==> src/rtl/fetch_pkg.sv <==
// Shared definitions for the instruction-fetch controller: the FSM state
// encoding, the datapath width and the bubble instruction value.
package fetch_pkg;

    localparam int XLEN = 32;

    localparam logic [XLEN-1:0] INST_NOP = 32'h0000_0000;

    typedef enum logic [1:0] {
        IDLE  = 2'd0,
        ISSUE = 2'd1,
        REQ   = 2'd2,
        HOLD  = 2'd3
    } fetch_state_t;

endpackage

==> src/rtl/fetch_unit_ifid_stage_reg.sv <==
// IF/ID pipeline register. A flush wins over everything and inserts a NOP,
// a stall keeps a valid entry in place, and otherwise the register either
// takes the offered instruction or turns into a bubble.
import fetch_pkg::*;

module ifid_stage_reg (
    input  logic            clk,
    input  logic            rst_n,
    input  logic            flush,
    input  logic            stall,
    input  logic            load,
    input  logic [XLEN-1:0] load_pc,
    input  logic [XLEN-1:0] load_inst,
    output logic [XLEN-1:0] pc,
    output logic [XLEN-1:0] inst,
    output logic            valid
);

    // Register update: flush, then stall-hold, then load-or-bubble.
    always_ff @(posedge clk or negedge rst_n) begin
        if (!rst_n) begin
            pc    <= '0;
            inst  <= INST_NOP;
            valid <= 1'b0;
        end else if (flush) begin
            inst  <= INST_NOP;
            valid <= 1'b0;
        end else if (!(stall && valid)) begin
            if (load) begin
                pc    <= load_pc;
                inst  <= load_inst;
                valid <= 1'b1;
            end else begin
                valid <= 1'b0;
            end
        end
    end

endmodule

==> src/rtl/fetch_unit.sv <==
// Instruction-fetch controller: latches the PC, runs a req/ack handshake
// with a variable-latency instruction memory and delivers the result into
// the IF/ID register, parking it in a one-entry hold buffer while decode
// stalls. A flush during an outstanding request lets the handshake finish
// but throws the returned data away.
// Optional build macro FETCH_PERF_EN adds fetch and stall counters.
import fetch_pkg::*;

module fetch_unit (
    input  logic            clk_i,
    input  logic            start_i,
    input  logic [XLEN-1:0] pc_i,
    output logic            pcWrite_o,
    output logic            imem_req_o,
    output logic [XLEN-1:0] imem_addr_o,
    input  logic            imem_ack_i,
    input  logic [XLEN-1:0] imem_data_i,
    input  logic            stall_i,
    input  logic            flush_i,
    output logic [XLEN-1:0] ifid_pc_o,
    output logic [XLEN-1:0] ifid_inst_o,
    output logic            ifid_valid_o
`ifdef FETCH_PERF_EN
    ,
    output logic [XLEN-1:0] fetch_cnt_o,
    output logic [XLEN-1:0] stall_cnt_o
`endif
);

    fetch_state_t    state_q, state_d;
    logic [XLEN-1:0] addr_q;
    logic [XLEN-1:0] hold_inst_q;
    logic            drop_q, drop_d;
    logic            addr_load;
    logic            hold_load;
    logic            ifid_load;
    logic            ifid_flush;
    logic            slot_free;
    logic [XLEN-1:0] ifid_load_inst;

    assign imem_req_o     = (state_q == REQ);
    assign imem_addr_o    = addr_q;
    assign slot_free      = !ifid_valid_o || !stall_i;
    assign ifid_flush     = flush_i && (state_q != IDLE);
    // The hold buffer only ever feeds IF/ID from HOLD; addr_q is still the
    // PC of that instruction because it only moves on the next ISSUE.
    assign ifid_load_inst = (state_q == HOLD) ? hold_inst_q : imem_data_i;

    // State, fetch address, drop flag and hold buffer registers.
    always_ff @(posedge clk_i or negedge start_i) begin
        if (!start_i) begin
            state_q     <= IDLE;
            addr_q      <= '0;
            drop_q      <= 1'b0;
            hold_inst_q <= INST_NOP;
        end else begin
            state_q <= state_d;
            drop_q  <= drop_d;
            if (addr_load) begin
                addr_q <= pc_i;
            end
            if (hold_load) begin
                hold_inst_q <= imem_data_i;
            end
        end
    end

    // Next-state logic plus the PC write pulse and IF/ID / hold-buffer loads.
    always_comb begin
        state_d   = state_q;
        drop_d    = drop_q;
        pcWrite_o = 1'b0;
        addr_load = 1'b0;
        hold_load = 1'b0;
        ifid_load = 1'b0;
        case (state_q)
            IDLE: begin
                state_d = ISSUE;
            end
            ISSUE: begin
                if (flush_i) begin
                    pcWrite_o = 1'b1;
                end else begin
                    addr_load = 1'b1;
                    state_d   = REQ;
                end
            end
            REQ: begin
                if (imem_ack_i) begin
                    state_d = ISSUE;
                    drop_d  = 1'b0;
                    if (flush_i) begin
                        pcWrite_o = 1'b1;
                    end else if (!drop_q) begin
                        pcWrite_o = 1'b1;
                        if (slot_free) begin
                            ifid_load = 1'b1;
                        end else begin
                            hold_load = 1'b1;
                            state_d   = HOLD;
                        end
                    end
                end else if (flush_i) begin
                    pcWrite_o = 1'b1;
                    drop_d    = 1'b1;
                end
            end
            HOLD: begin
                if (flush_i) begin
                    pcWrite_o = 1'b1;
                    state_d   = ISSUE;
                end else if (!stall_i) begin
                    ifid_load = 1'b1;
                    state_d   = ISSUE;
                end
            end
            default: begin
                state_d = IDLE;
            end
        endcase
    end

    ifid_stage_reg u_ifid (
        .clk       (clk_i),
        .rst_n     (start_i),
        .flush     (ifid_flush),
        .stall     (stall_i),
        .load      (ifid_load),
        .load_pc   (addr_q),
        .load_inst (ifid_load_inst),
        .pc        (ifid_pc_o),
        .inst      (ifid_inst_o),
        .valid     (ifid_valid_o)
    );

`ifdef FETCH_PERF_EN
    // Delivered-instruction and memory/decode wait-cycle counters.
    always_ff @(posedge clk_i or negedge start_i) begin
        if (!start_i) begin
            fetch_cnt_o <= '0;
            stall_cnt_o <= '0;
        end else begin
            if (ifid_load) begin
                fetch_cnt_o <= fetch_cnt_o + 32'd1;
            end
            if ((state_q == REQ && !imem_ack_i) || state_q == HOLD) begin
                stall_cnt_o <= stall_cnt_o + 32'd1;
            end
        end
    end
`endif

endmodule
==> config.mk <==
export PLATFORM = sky130hd
export DESIGN_NAME = fetch_unit
export DESIGN_NICKNAME = d
export VERILOG_FILES = /design/src/rtl/fetch_pkg.sv /design/src/rtl/fetch_unit_ifid_stage_reg.sv /design/src/rtl/fetch_unit.sv
export SDC_FILE = /design/constraint.sdc
export NUM_CORES = 1
export LEC_CHECK = 0
export ABC_CLOCK_PERIOD_IN_PS = 3560
export BUFFER_PORTS_ARGS = -buffer_cell sky130_fd_sc_hd__buf_2
export CAP_MARGIN = 20
export CELL_PAD_IN_SITES_DETAIL_PLACEMENT = 0
export CELL_PAD_IN_SITES_GLOBAL_PLACEMENT = 1
export CORE_MARGIN = 2
export CORE_UTILIZATION = 44
export DETAILED_ROUTE_END_ITERATION = 16
export PLACE_DENSITY_LB_ADDON = 0.1
export SYNTH_ARGS = -nofsm -noshare
export SYNTH_HDL_FRONTEND = slang
export SYNTH_SLANG_ARGS = --single-unit
export TNS_END_PERCENT = 1
==> constraint.sdc <==
create_clock -name clk_i -period 3.56 [get_ports clk_i]
set_input_delay 0.712 -clock clk_i [delete_from_list [all_inputs] [get_ports clk_i]]
set_output_delay 0.712 -clock clk_i [all_outputs]
set_load 0.005 [all_outputs]
## Word-level counts from Yosys, hierarchy flattened

Cells that the tools add are included.

- Mux-type cells: 36
- Reduce and logical (&&, ||, !) cells: 14
- Bitwise gates (word level): 2
- Eq/ne operators: 7

Operators by type and width:

| cell | count |
|---|---|
| $mux W32 | 4 |
| $mux W1 | 22 |
| $mux W2 | 7 |
| $pmux W2 S4 | 1 |
| $reduce_and A3 Y1 | 2 |
| $reduce_bool A2 Y1 | 3 |
| $eq A2 B2 Y1 const B | 2 |
| $ne A2 B2 Y1 const B | 2 |
| $pmux W1 S2 | 2 |
| $reduce_and A2 Y1 | 2 |
| $ne A3 B3 Y1 const B | 1 |
| $eq A2 B1 Y1 const B | 1 |
| $logic_and A1 B1 Y1 | 2 |
| $logic_not A1 Y1 | 2 |
| $logic_not A2 Y1 | 1 |
| $ne A2 B1 Y1 const B | 1 |
| $not A1 Y1 | 2 |
| $reduce_or A2 Y1 | 1 |
| $logic_or A1 B1 Y1 | 1 |

- Register bits after elaboration: 132
- Input bits: 69
- Logic and storage cells: 66
- Output and inout port bits: 99

## Longest topological paths before layout

- Word-level depth: 10
- Gate-level depth with buffers: 7
- Depth with buffers taken out: 5

## Hierarchy

Synthesis repeated with hierarchy kept, for this count alone.

- Cells, all modules: 414
- Area total of the unflattened synthesis: 5698.0 µm²

Modules (own cells, without submodules):

| module | instances | cells an instance | area an instance (µm²) |
|---|---|---|---|
| fetch_unit | 1 | 202 | 3034.2 |
| ifid_stage_reg | 1 | 212 | 2663.8 |

## Least setup slack after synthesis

OpenSTA, ideal clock, no wires.

- Path type: input to register
- Start: input stall_i
- End: register u_ifid.pc[10]
- Arrival time: 1769 ps
- Stages: 5
- Path slack: 1666 ps
- Data required time: 3435 ps
- Path through: and2_1 -> a211o_1 -> buf_2 -> buf_6 -> mux2_4

- Word-level cells in the longest chain between the ends: 8
- Elaborated cells between the ends (all ways): 12

Ends and longest elaborated chain:

| item | RTL line | text |
|---|---|---|
| start: declaration | fetch_unit.sv:18 | `input logic stall_i,` |
| $logic_not A1 Y1 | n/a |  |
| $logic_or A1 B1 Y1 | fetch_unit.sv:43 | `assign slot_free = !ifid_valid_o \|\| !stall_i;` |
| $mux W1 | fetch_unit.sv:96 | `if (slot_free) begin` |
| $mux W1 | fetch_unit.sv:94 | `end else if (!drop_q) begin` |
| $mux W1 | fetch_unit.sv:92 | `if (flush_i) begin` |
| $mux W1 | fetch_unit.sv:89 | `if (imem_ack_i) begin` |
| $pmux W1 S2 | fetch_unit.sv:76 | `case (state_q)` |
| $reduce_and A3 Y1 (no source line) * | n/a |  |
| end signal: assignment | fetch_unit_ifid_stage_reg.sv:30 | `pc <= load_pc;` |
| end: declaration | fetch_unit_ifid_stage_reg.sv:14 | `output logic [XLEN-1:0] pc,` |

Mark *: on every way between the ends. The rest lies on a longest branch, timed or not.
A chain may end at the register's enable or synchronous reset.

## Worst setup path after layout

- Start: register state_q[0]
- End: output pcWrite_o

- Word-level cells in the longest chain between the ends: 3
- Elaborated cells between the ends (all ways): 5

Ends and longest elaborated chain:

| item | RTL line | text |
|---|---|---|
| start: declaration | fetch_unit.sv:30 | `fetch_state_t state_q, state_d;` |
| start signal: assignment | fetch_unit.sv:57 | `state_q <= state_d;` |
| $eq A2 B2 Y1 or $eq A2 B1 Y1 (tied branches) | fetch_unit.sv:76 |  |
| $reduce_or A2 Y1 (no source line) | n/a |  |
| $pmux W1 S2 * | fetch_unit.sv:76 |  |
| end: declaration | fetch_unit.sv:13 | `output logic pcWrite_o,` |

Marked as above.

==> results.ini <==
[outcome]
run_status=complete, no violations

[die]
core_um2=12200
start_util_pct=45.5
ios=168
dieHeight_um=116
die_w_um=116
die_area_um2=13500
rows=40

[yosys]
synth_seq_area_share_pct=59.7
yosys.area.top_type=dfrtp_1
synth_mux_area_share_pct=32.4
synth_top_family_by_area=multiplexers
synth.ff_latch_count=132
synth_compound_area_share_pct=0.746
syn_avg_cell_area_um2=14.8
synth_top_area_share_pct=59.7
synth_nets=449
yosysWarningCount=0
syn_inst=375
synth_area_leaders=dfrtp_1 60%, mux2_2 16%, mux2i_1 12%
syn_area_um2=5540
yosys.area_share.simple_pct=3.84
yosysUniqueCellTypes=29
synth-xor-area-share_pct=0
synth_fa_ha_area_share_pct=1.13

[sta]
setup_violations=0
hold_violations=0
fin_skew_ns=0.00489
worstMarginPinSlew_ns=0.817
slew_viol_final=0
period_needed_ns=2.42
max_freq_mhz=414
period_share_pct=67.9
rsz0062_at_grt=no
slew_headroom_pct=45.6
fin_tns_setup_ns=0

[pwr]
leakagePower_nw=3.83
ir_worst_vdd_mv=0.383
p_total_mw=5.58
power_density_nw_per_um2=784

[finish]
stdcell_count=728
drive_gt1_share_pct=53.6
nets=621
antenna_cells=0
syn_to_final_growth_pct=28.6

[routing]
drcViolationCount=0
ant_nets=0
routed_wl_um=11900
num_vias=3603
vias_per_cell=4.95
drt-initial-drc-count=150
post_drt_wl_per_cell_um=16.3
drtPass1Iterations=4

[critical_path]
critPathKind=reg -> out
path_delay_family=flip-flops
crit_buf_inv=2
arrival_ns=1.71
critPathSlowestCell=dfrtp_1
cp-start-kind=register
crit_path_max_incr_delay_ns=0.42
cp_max_fo=8
cp_cell_sequence=inv_1 > ha_1 > nand3b_1 > a21oi_1 > buf_2
cp-end-kind=primary output
cp.required_ns=2.85

[clock_network]
clkLatencyLatePin_ns=0.40
ctsHtreeMaxLevel=4
numCtsBuffers=17
cts_setup_buffers=0
clock-sinks=132
clock_path_buffers=2
cts_tree=done
cts.repair.resized=0
clock-root-buffer=clkbuf_16
hold_buffers=0
cts.clk_slew.worst_paths_ns=0.05

[global_routing]
overflow=0
antenna_found_initial=1
grt_util_all_layers_pct=18.4
grt_max_degree=55
grt_pass1_vias=3707
grt_pass1_wl_um=18600

[run]
max_cap_violations=0

[placed_design]
routabilityCongestion=0.923
placed_cells=696
port_buffers=167
hpwlAfterDp_um=8020

[hold_path]
hold_path_class=in -> async

area by class of cell:
type	count	area [um^2]
clock buffer	28	507
clock inverter	4	45.0
fill	1053	5040
inverter	2	7.51
multi-input combinational	219	2120
sequential	132	3300
tap	168	210
timing repair buffer	175	923
logic make-up (layout without fill, tap and decap cells):
| family | count (synthesis) | count (layout) |
|---|---|---|
| buf+inv | 24 | 209 |
| mux | 161 | 161 |
| fa+ha+maj | 5 | 5 |
| flops | 132 | 132 |
| simple gates | 46 | 46 |
| compound gates | 7 | 7 |
registers in the layout, summed over array words and instances, names as in the netlist:
signal and cells:
hold_inst_q 32, u_ifid.inst 32, imem_addr_o 32, u_ifid.pc 32, state_q 2, u_ifid.valid 1, drop_q 1
Yosys cell counts:
| cell | count |
|---|---|
| a211o_1 | 1 |
| a21oi_1 | 3 |
| a31oi_1 | 1 |
| and2_1 | 1 |
| and2_2 | 1 |
| and2b_2 | 1 |
| and3b_2 | 1 |
| buf_1 | 1 |
| buf_2 | 12 |
| buf_6 | 2 |
| clkbuf_1 | 7 |
| dfrtp_1 | 132 |
| ha_1 | 5 |
| inv_1 | 2 |
| mux2_1 | 2 |
| mux2_2 | 77 |
| mux2_4 | 17 |
| mux2i_1 | 65 |
| nand2_1 | 34 |
| nand2b_1 | 1 |
| nand3b_1 | 1 |
| nand4_1 | 1 |
| nor2_1 | 1 |
| nor2b_1 | 1 |
| nor3_1 | 1 |
| o21ai_0 | 1 |
| o22ai_1 | 1 |
| or2b_1 | 1 |
| or4b_2 | 1 |
where the power goes:
part	switching (mW)	internal [mW]	leakage [nW]
logic	0.710	0.946	1.85
clock network	0.586	1.03	0.272
registers	0.299	2.01	1.70
through the flow:
stage	setup slack [ns]	hold WS (ns)	instance area (um^2)	util, %
3_3_place_gp	1.25	0.484	6570	54.0
3_5_place_dp	1.22	0.488	6570	54.0
2_1_floorplan	1.67	0.416	5540	-
5_1_grt	1.04	0.360	7120	58.5
4_1_cts	1.14	0.334	7120	58.5
6_report	1.14	0.322	7120	58.5
per-layer routing:
metal  GRT usage [%]  wire length [um]  vias up
li1                -                 -     1654
met1            21.6              4930     1828
met2            31.2              6000      106
met3            6.18               773       15
met4            7.38               201        0
met5               0                 0        -
placed cells by master, fill, tap and decap left out:
master,instances
a211o_4,1
clkbuf_8,4
ha_1,4
a21oi_1,3
and2_2,1
and2b_2,1
inv_1,2
clkbuf_16,17
or4b_2,1
nor2_1,1
nand3b_1,1
ha_2,1
a31oi_1,1
and2_1,1
and3b_2,1
buf_4,7
mux2i_1,65
nor3_1,1
nand2b_1,1
nand4_1,1
or2b_1,1
mux2_1,2
o22ai_1,1
clkinv_2,3
o21ai_0,1
nor2b_1,1
mux2_4,17
mux2_2,77
buf_2,166
dfrtp_1,132
clkbuf_1,7
buf_12,2
bufinv_16,1
nand2_1,34
path summary, 6_finish.rpt:
kind	start	endpoint	slack (ns)	cells after the start
setup / recovery	state_q[0]	pcWrite_o	1.14	5
hold reg to reg	u_ifid.pc[0]	u_ifid.pc[0]	0.50	1
setup reg to reg	state_q[0]	u_ifid.pc[14]	1.21	6
hold / removal	start_i	u_ifid.inst[5]	0.32	1
max in group asynchronous	start_i	hold_inst_q[6]	2.34	2
min in group clk_i	u_ifid.pc[0]	u_ifid.pc[0]	0.50	1
No activity file was read; power rests on OpenSTA's default activity.
